**src/rtl/eeg_pea_out_arb.sv**
```systemverilog
// eeg_pea_out_arb: round-robin arbiter serialising PE result words onto the ORAM write port.
// Tracks per-PE last-word flags to detect layer completion and reports idle/done.
module eeg_pea_out_arb #(
  parameter int PE_ROW      = 4,
  parameter int PE_COL      = 4,
  parameter int PE_OUT_DW   = 8,
  parameter int OMUX_ADD_AW = 8,
  parameter int ORAM_ADD_AW = 10,
  parameter int PE_NUM      = PE_ROW * PE_COL,
  parameter int PE_IDX_AW   = $clog2(PE_NUM)
) (
  input  logic                          clk,
  input  logic                          rst_n,
  input  logic                          CFG_START,
  input  logic [ORAM_ADD_AW-1:0]        CFG_BASE,
  input  logic [PE_NUM-1:0]             CFG_PE_MSK,
  output logic                          IS_IDLE,
  output logic                          DONE,
  input  logic [PE_NUM-1:0]             PE_OUT_VLD,
  input  logic [PE_NUM-1:0]             PE_OUT_LST,
  output logic [PE_NUM-1:0]             PE_OUT_RDY,
  input  logic [PE_NUM*PE_OUT_DW-1:0]   PE_OUT_DAT,
  input  logic [PE_NUM*OMUX_ADD_AW-1:0] PE_OUT_ADD,
  output logic                          ORAM_VLD,
  input  logic                          ORAM_RDY,
  output logic [ORAM_ADD_AW-1:0]        ORAM_ADD,
  output logic [PE_IDX_AW-1:0]          ORAM_BNK,
  output logic [PE_OUT_DW-1:0]          ORAM_DAT
);
  typedef enum logic [1:0] {S_IDLE, S_RUN, S_DRAIN, S_DONE} state_t;
  state_t                 state_q, state_d;
  logic [ORAM_ADD_AW-1:0] base_q;
  logic [PE_NUM-1:0]      msk_q, done_q, done_d, elig;
  logic [PE_IDX_AW-1:0]   rr_q, rr_d, gnt_idx;
  logic                   found, gnt, can_load;
  logic [OMUX_ADD_AW-1:0] gnt_add;
  logic [PE_OUT_DW-1:0]   gnt_dat;
  logic                   vld_q;
  logic [ORAM_ADD_AW-1:0] add_q;
  logic [PE_IDX_AW-1:0]   bnk_q;
  logic [PE_OUT_DW-1:0]   dat_q;
  // Descending scan so the last hit is the one closest to the rr pointer.
  always_comb begin
    can_load = ~vld_q | ORAM_RDY;
    elig     = (state_q == S_RUN) ? (PE_OUT_VLD & msk_q & ~done_q) : '0;
    found    = 1'b0;
    gnt_idx  = '0;
    for (int i = PE_NUM - 1; i >= 0; i--) begin
      int j;
      j = int'(rr_q) + i;
      if (j >= PE_NUM) j = j - PE_NUM;
      if (elig[j]) begin
        found   = 1'b1;
        gnt_idx = PE_IDX_AW'(j);
      end
    end
    gnt        = found & can_load;
    PE_OUT_RDY = gnt ? (PE_NUM'(1) << gnt_idx) : '0;
    done_d     = done_q | (PE_OUT_RDY & PE_OUT_LST);
    gnt_add    = PE_OUT_ADD[gnt_idx*OMUX_ADD_AW +: OMUX_ADD_AW];
    gnt_dat    = PE_OUT_DAT[gnt_idx*PE_OUT_DW +: PE_OUT_DW];
    rr_d       = ~gnt ? rr_q : (gnt_idx == PE_IDX_AW'(PE_NUM - 1)) ? '0 : gnt_idx + 1'b1;
  end
  always_comb begin
    state_d = state_q;
    case (state_q)
      S_IDLE:  state_d = CFG_START ? S_RUN : S_IDLE;
      S_RUN:   state_d = ~&done_d ? S_RUN : (~|msk_q ? S_DONE : S_DRAIN);
      S_DRAIN: state_d = can_load ? S_DONE : S_DRAIN;
      default: state_d = S_IDLE;
    endcase
  end
  always_ff @(posedge clk or negedge rst_n) begin
    if (!rst_n) begin
      state_q <= S_IDLE;
      base_q  <= '0;
      msk_q   <= '0;
      done_q  <= '0;
      rr_q    <= '0;
      vld_q   <= 1'b0;
      add_q   <= '0;
      bnk_q   <= '0;
      dat_q   <= '0;
    end else begin
      state_q <= state_d;
      rr_q    <= rr_d;
      if (state_q == S_IDLE && CFG_START) begin
        base_q <= CFG_BASE;
        msk_q  <= CFG_PE_MSK;
        done_q <= ~CFG_PE_MSK;
      end else begin
        done_q <= done_d;
      end
      if (gnt) begin
        vld_q <= 1'b1;
        add_q <= base_q + ORAM_ADD_AW'(gnt_add);
        bnk_q <= gnt_idx;
        dat_q <= gnt_dat;
      end else if (ORAM_RDY) begin
        vld_q <= 1'b0;
      end
    end
  end
  assign IS_IDLE  = (state_q == S_IDLE);
  assign DONE     = (state_q == S_DONE);
  assign ORAM_VLD = vld_q;
  assign ORAM_ADD = add_q;
  assign ORAM_BNK = bnk_q;
  assign ORAM_DAT = dat_q;
endmodule

```
**config.mk**
```make
export PLATFORM = sky130hd
export DESIGN_NAME = eeg_pea_out_arb
export DESIGN_NICKNAME = d
export VERILOG_FILES = /design/src/rtl/eeg_pea_out_arb.sv
export SDC_FILE = /design/constraint.sdc
export NUM_CORES = 1
export LEC_CHECK = 0
export CAP_MARGIN = 20
export CORE_UTILIZATION = 40
export DETAILED_ROUTE_END_ITERATION = 12
export PLACE_DENSITY = 0.75
export SYNTH_ARGS = -nofsm -noshare
export SYNTH_HDL_FRONTEND = slang
export SYNTH_SLANG_ARGS = --single-unit
export TNS_END_PERCENT = 10
```
**constraint.sdc**
```tcl
create_clock -name clk -period 8.2 [get_ports clk]
set_input_delay 0.82 -clock clk [delete_from_list [all_inputs] [get_ports clk]]
set_output_delay 0.82 -clock clk [all_outputs]
set_load 0.02 [all_outputs]
```
==> impl_metrics.yaml <==
run_status:
  status: "finished with violations"
  violations: "DRC"
place:
  hpwl_um: 36900
  place.port_buffers: 358
  dp_cells: 1658
  dp_slack_ps: 1120
  gp_congestion: 1.02
critical_path:
  arrival_ps: 7410
  cp_max_fo: 25
  startpoint_type: "flop"
  critical_path_class: "flop to flop"
  critical-path-top-delay-family: "compound AO/OA/AOI/OAI gates"
  crit_buf_inv: 3
  required_ps: 8420
  cp-end-kind: "flop"
  crit_top_cell: "o21ai_0"
  worst_path_max_delay_cell: "a221oi_1"
  cp_slowest_stage_delay_ps: 830
synth:
  synthCells: 1064
  ys_ff_latch: 71
  synth_flop_cell: "dfrtp_1"
  synth_nets: 1400
  avgSynthCellArea_um2: 8.45
  synth_area_um2: 8990
  synth-edff-count: 0
  synth_cell_types: 99
  ys_warn_count: 0
  seq_area_frac_synth: 0.198
  async_flop_share: 1.00
detailed_routing:
  wl_per_cell_um: 26.9
  vias_per_cell: 6.51
  antenna_left: 0
  drtIter0Drc: 999
  drc: 6
  drt_wl_total_um: 45300
  num_vias: 11000
  drt_pass1_iterations: 10
floorplan:
  pin_count: 359
  fp.dieH_um: 152
  die_x_um: 152
  num_rows: 54
  start_util: 0.410
  dieArea_um2: 23100
  coreArea_um2: 22000
clock_tree:
  clk_pin_slew_ps: 70
  cts_tree: "done"
  clkLatencyLatePin_ps: 350
  htreeDepth: 3
  ctsHoldBuffers: 0
  cts.sinks: 71
  cts_setup_buffers: 0
  clockBufferDepth: 2
  cts-root-buf: "clkbuf_16"
  cts_made_buffers: 9
  cts_resized: 0
flow_run:
  max_cap_violations: 0
timing:
  finalSetupViolCount: 0
  finalCritPeriodShare: 0.877
  min_period_ps: 7190
  clock.fmax_mhz: 139
  worstMarginPinSlew_ps: 1240
  fin_hold_ws_ps: 485
  finalClockSkew_ps: 8.85
  hold_viol_final: 0
  relSlewSlack: 0.153
  fin_ws_ps: 1010
  slew_violations: 0
  fin_tns_setup_ps: 0
  rsz0062_at_grt: "no"
finish:
  final_cells: 1681
  fillers: 1944
  syn_to_final_growth_pct: 44.8
  nets: 1726
  drive_gt1_frac: 0.116
global_route:
  grt_pass1_vias: 10600
  grt.total_usage: 0.385
  antenna_found_initial: 6
  grt_pass1_wl_um: 67100
  overflow: 0
  grt_max_degree: 72
hold_path:
  min_path_type: "flop to flop"
-- state kept, by name, indices dropped and copies added (netlist names) --
| register | flops |
|---|---|
| done_q | 16 |
| msk_q | 16 |
| ORAM_ADD | 10 |
| base_q | 10 |
| ORAM_DAT | 8 |
| ORAM_BNK | 4 |
| rr_q | 4 |
| state_q | 2 |
| ORAM_VLD | 1 |
-- through the flow --
stage / utilization / instance area, µm²
after floorplan: - / 8990
after global placement: 0.577 / 12700
after detailed placement: 0.577 / 12700
after CTS: 0.591 / 13000
after global routing: 0.593 / 13000
final: 0.593 / 13000
-- logic make-up (layout without fill, tap and decap cells) --
| kind of cell | after synthesis | in the layout | synth area share |
|---|---|---|---|
| adders and majority gates | 18 | 18 | 0.0259 |
| other | 0 | 6 | 0 |
| and+or+nand+nor | 357 | 357 | 0.203 |
| buffers and inverters | 99 | 430 | 0.0705 |
| xor gates and xnor gates | 24 | 24 | 0.0242 |
| DFF | 71 | 71 | 0.198 |
| AOI/OAI and AO/OA | 349 | 349 | 0.289 |
| muxes | 146 | 146 | 0.190 |
-- final cells by class --
type | count | area [µm²] | share of cell area
Multi-Input combinational cell | 894 | 6590 | 0.506
Timing Repair Buffer | 396 | 3890 | 0.299
Sequential cell | 71 | 1780 | 0.136
Tap cell | 280 | 350 | 0.0269
Clock buffer | 9 | 225 | 0.0173
Clock inverter | 7 | 87.6 | 0.00673
Inverter | 18 | 80.1 | 0.00615
Antenna cell | 6 | 15.0 | 0.00115
-- path summary, 6_finish.rpt --
kind,startpoint,endpoint,slack [ps],depth (start not counted)
min in group asynchronous,rst_n,ORAM_BNK[0],620,1
worst min register to register,ORAM_DAT[7],ORAM_DAT[7],480,2
worst min-delay path,ORAM_DAT[7],ORAM_DAT[7],480,2
worst max-delay path,rr_q[2],ORAM_ADD[9],1010,27
max in group asynchronous,rst_n,msk_q[1],6940,1
worst max register to register,rr_q[2],ORAM_ADD[9],1010,27
-- routing by layer --
metal | global-route usage | up-vias | wire, µm
met2 | 0.640 | 693 | 21400
met3 | 0.0716 | 137 | 4000
met4 | 0.231 | 0 | 2820
li1 | - | 4861 | -
met5 | 0 | - | 0
met1 | 0.464 | 5259 | 17000
-- worst min-delay path: cells and delay by family, from the launching register on --
family / cells / cell delay, ps
compound gates: 1 / 50
flops: 1 / 350
simple gates: 1 / 50
-- Yosys cell counts, types with 11 or more instances --
cell type,number,share of area
nand3b_1,18,0.015
buf_4,14,0.012
o21ai_0,47,0.026
a31oi_1,16,0.011
a311oi_1,11,0.011
nor3_1,24,0.013
mux4_2,14,0.035
nor2_1,61,0.025
o221ai_1,19,0.019
xnor2_1,16,0.016
o22ai_1,41,0.029
a22oi_1,13,0.011
inv_1,13,0.0054
clkbuf_1,23,0.0096
and3_1,14,0.0097
buf_6,17,0.021
nand3_1,36,0.020
a211oi_1,12,0.010
buf_2,18,0.010
a221oi_1,17,0.017
a21oi_1,40,0.022
ha_1,17,0.024
dfrtp_1,71,0.20
mux2_2,48,0.060
nand4_1,13,0.0090
mux2i_1,81,0.090
nand2_1,124,0.052
-- placed cells by master, fill, tap and decap left out, types with 16 or more instances in the layout --
| cell type | netlist | routed |
|---|---|---|
| a221oi_1 | 17 | 17 |
| clkdlybuf4s50_1 | 0 | 357 |
| dfrtp_1 | 71 | 71 |
| o21ai_0 | 47 | 47 |
| mux2i_1 | 81 | 81 |
| nand3_1 | 36 | 36 |
| buf_4 | 14 | 37 |
| ha_1 | 17 | 17 |
| xnor2_1 | 16 | 16 |
| nand3b_1 | 18 | 18 |
| a31oi_1 | 16 | 16 |
| o221ai_1 | 19 | 19 |
| nor2_1 | 61 | 61 |
| nand2_1 | 124 | 124 |
| nor3_1 | 24 | 24 |
| o22ai_1 | 41 | 41 |
| a21oi_1 | 40 | 40 |
| mux2_2 | 48 | 48 |
Power is left out: the tool's default activity adds up to more than one toggle a clock period on the data nets, which glitch-free logic cannot reach.
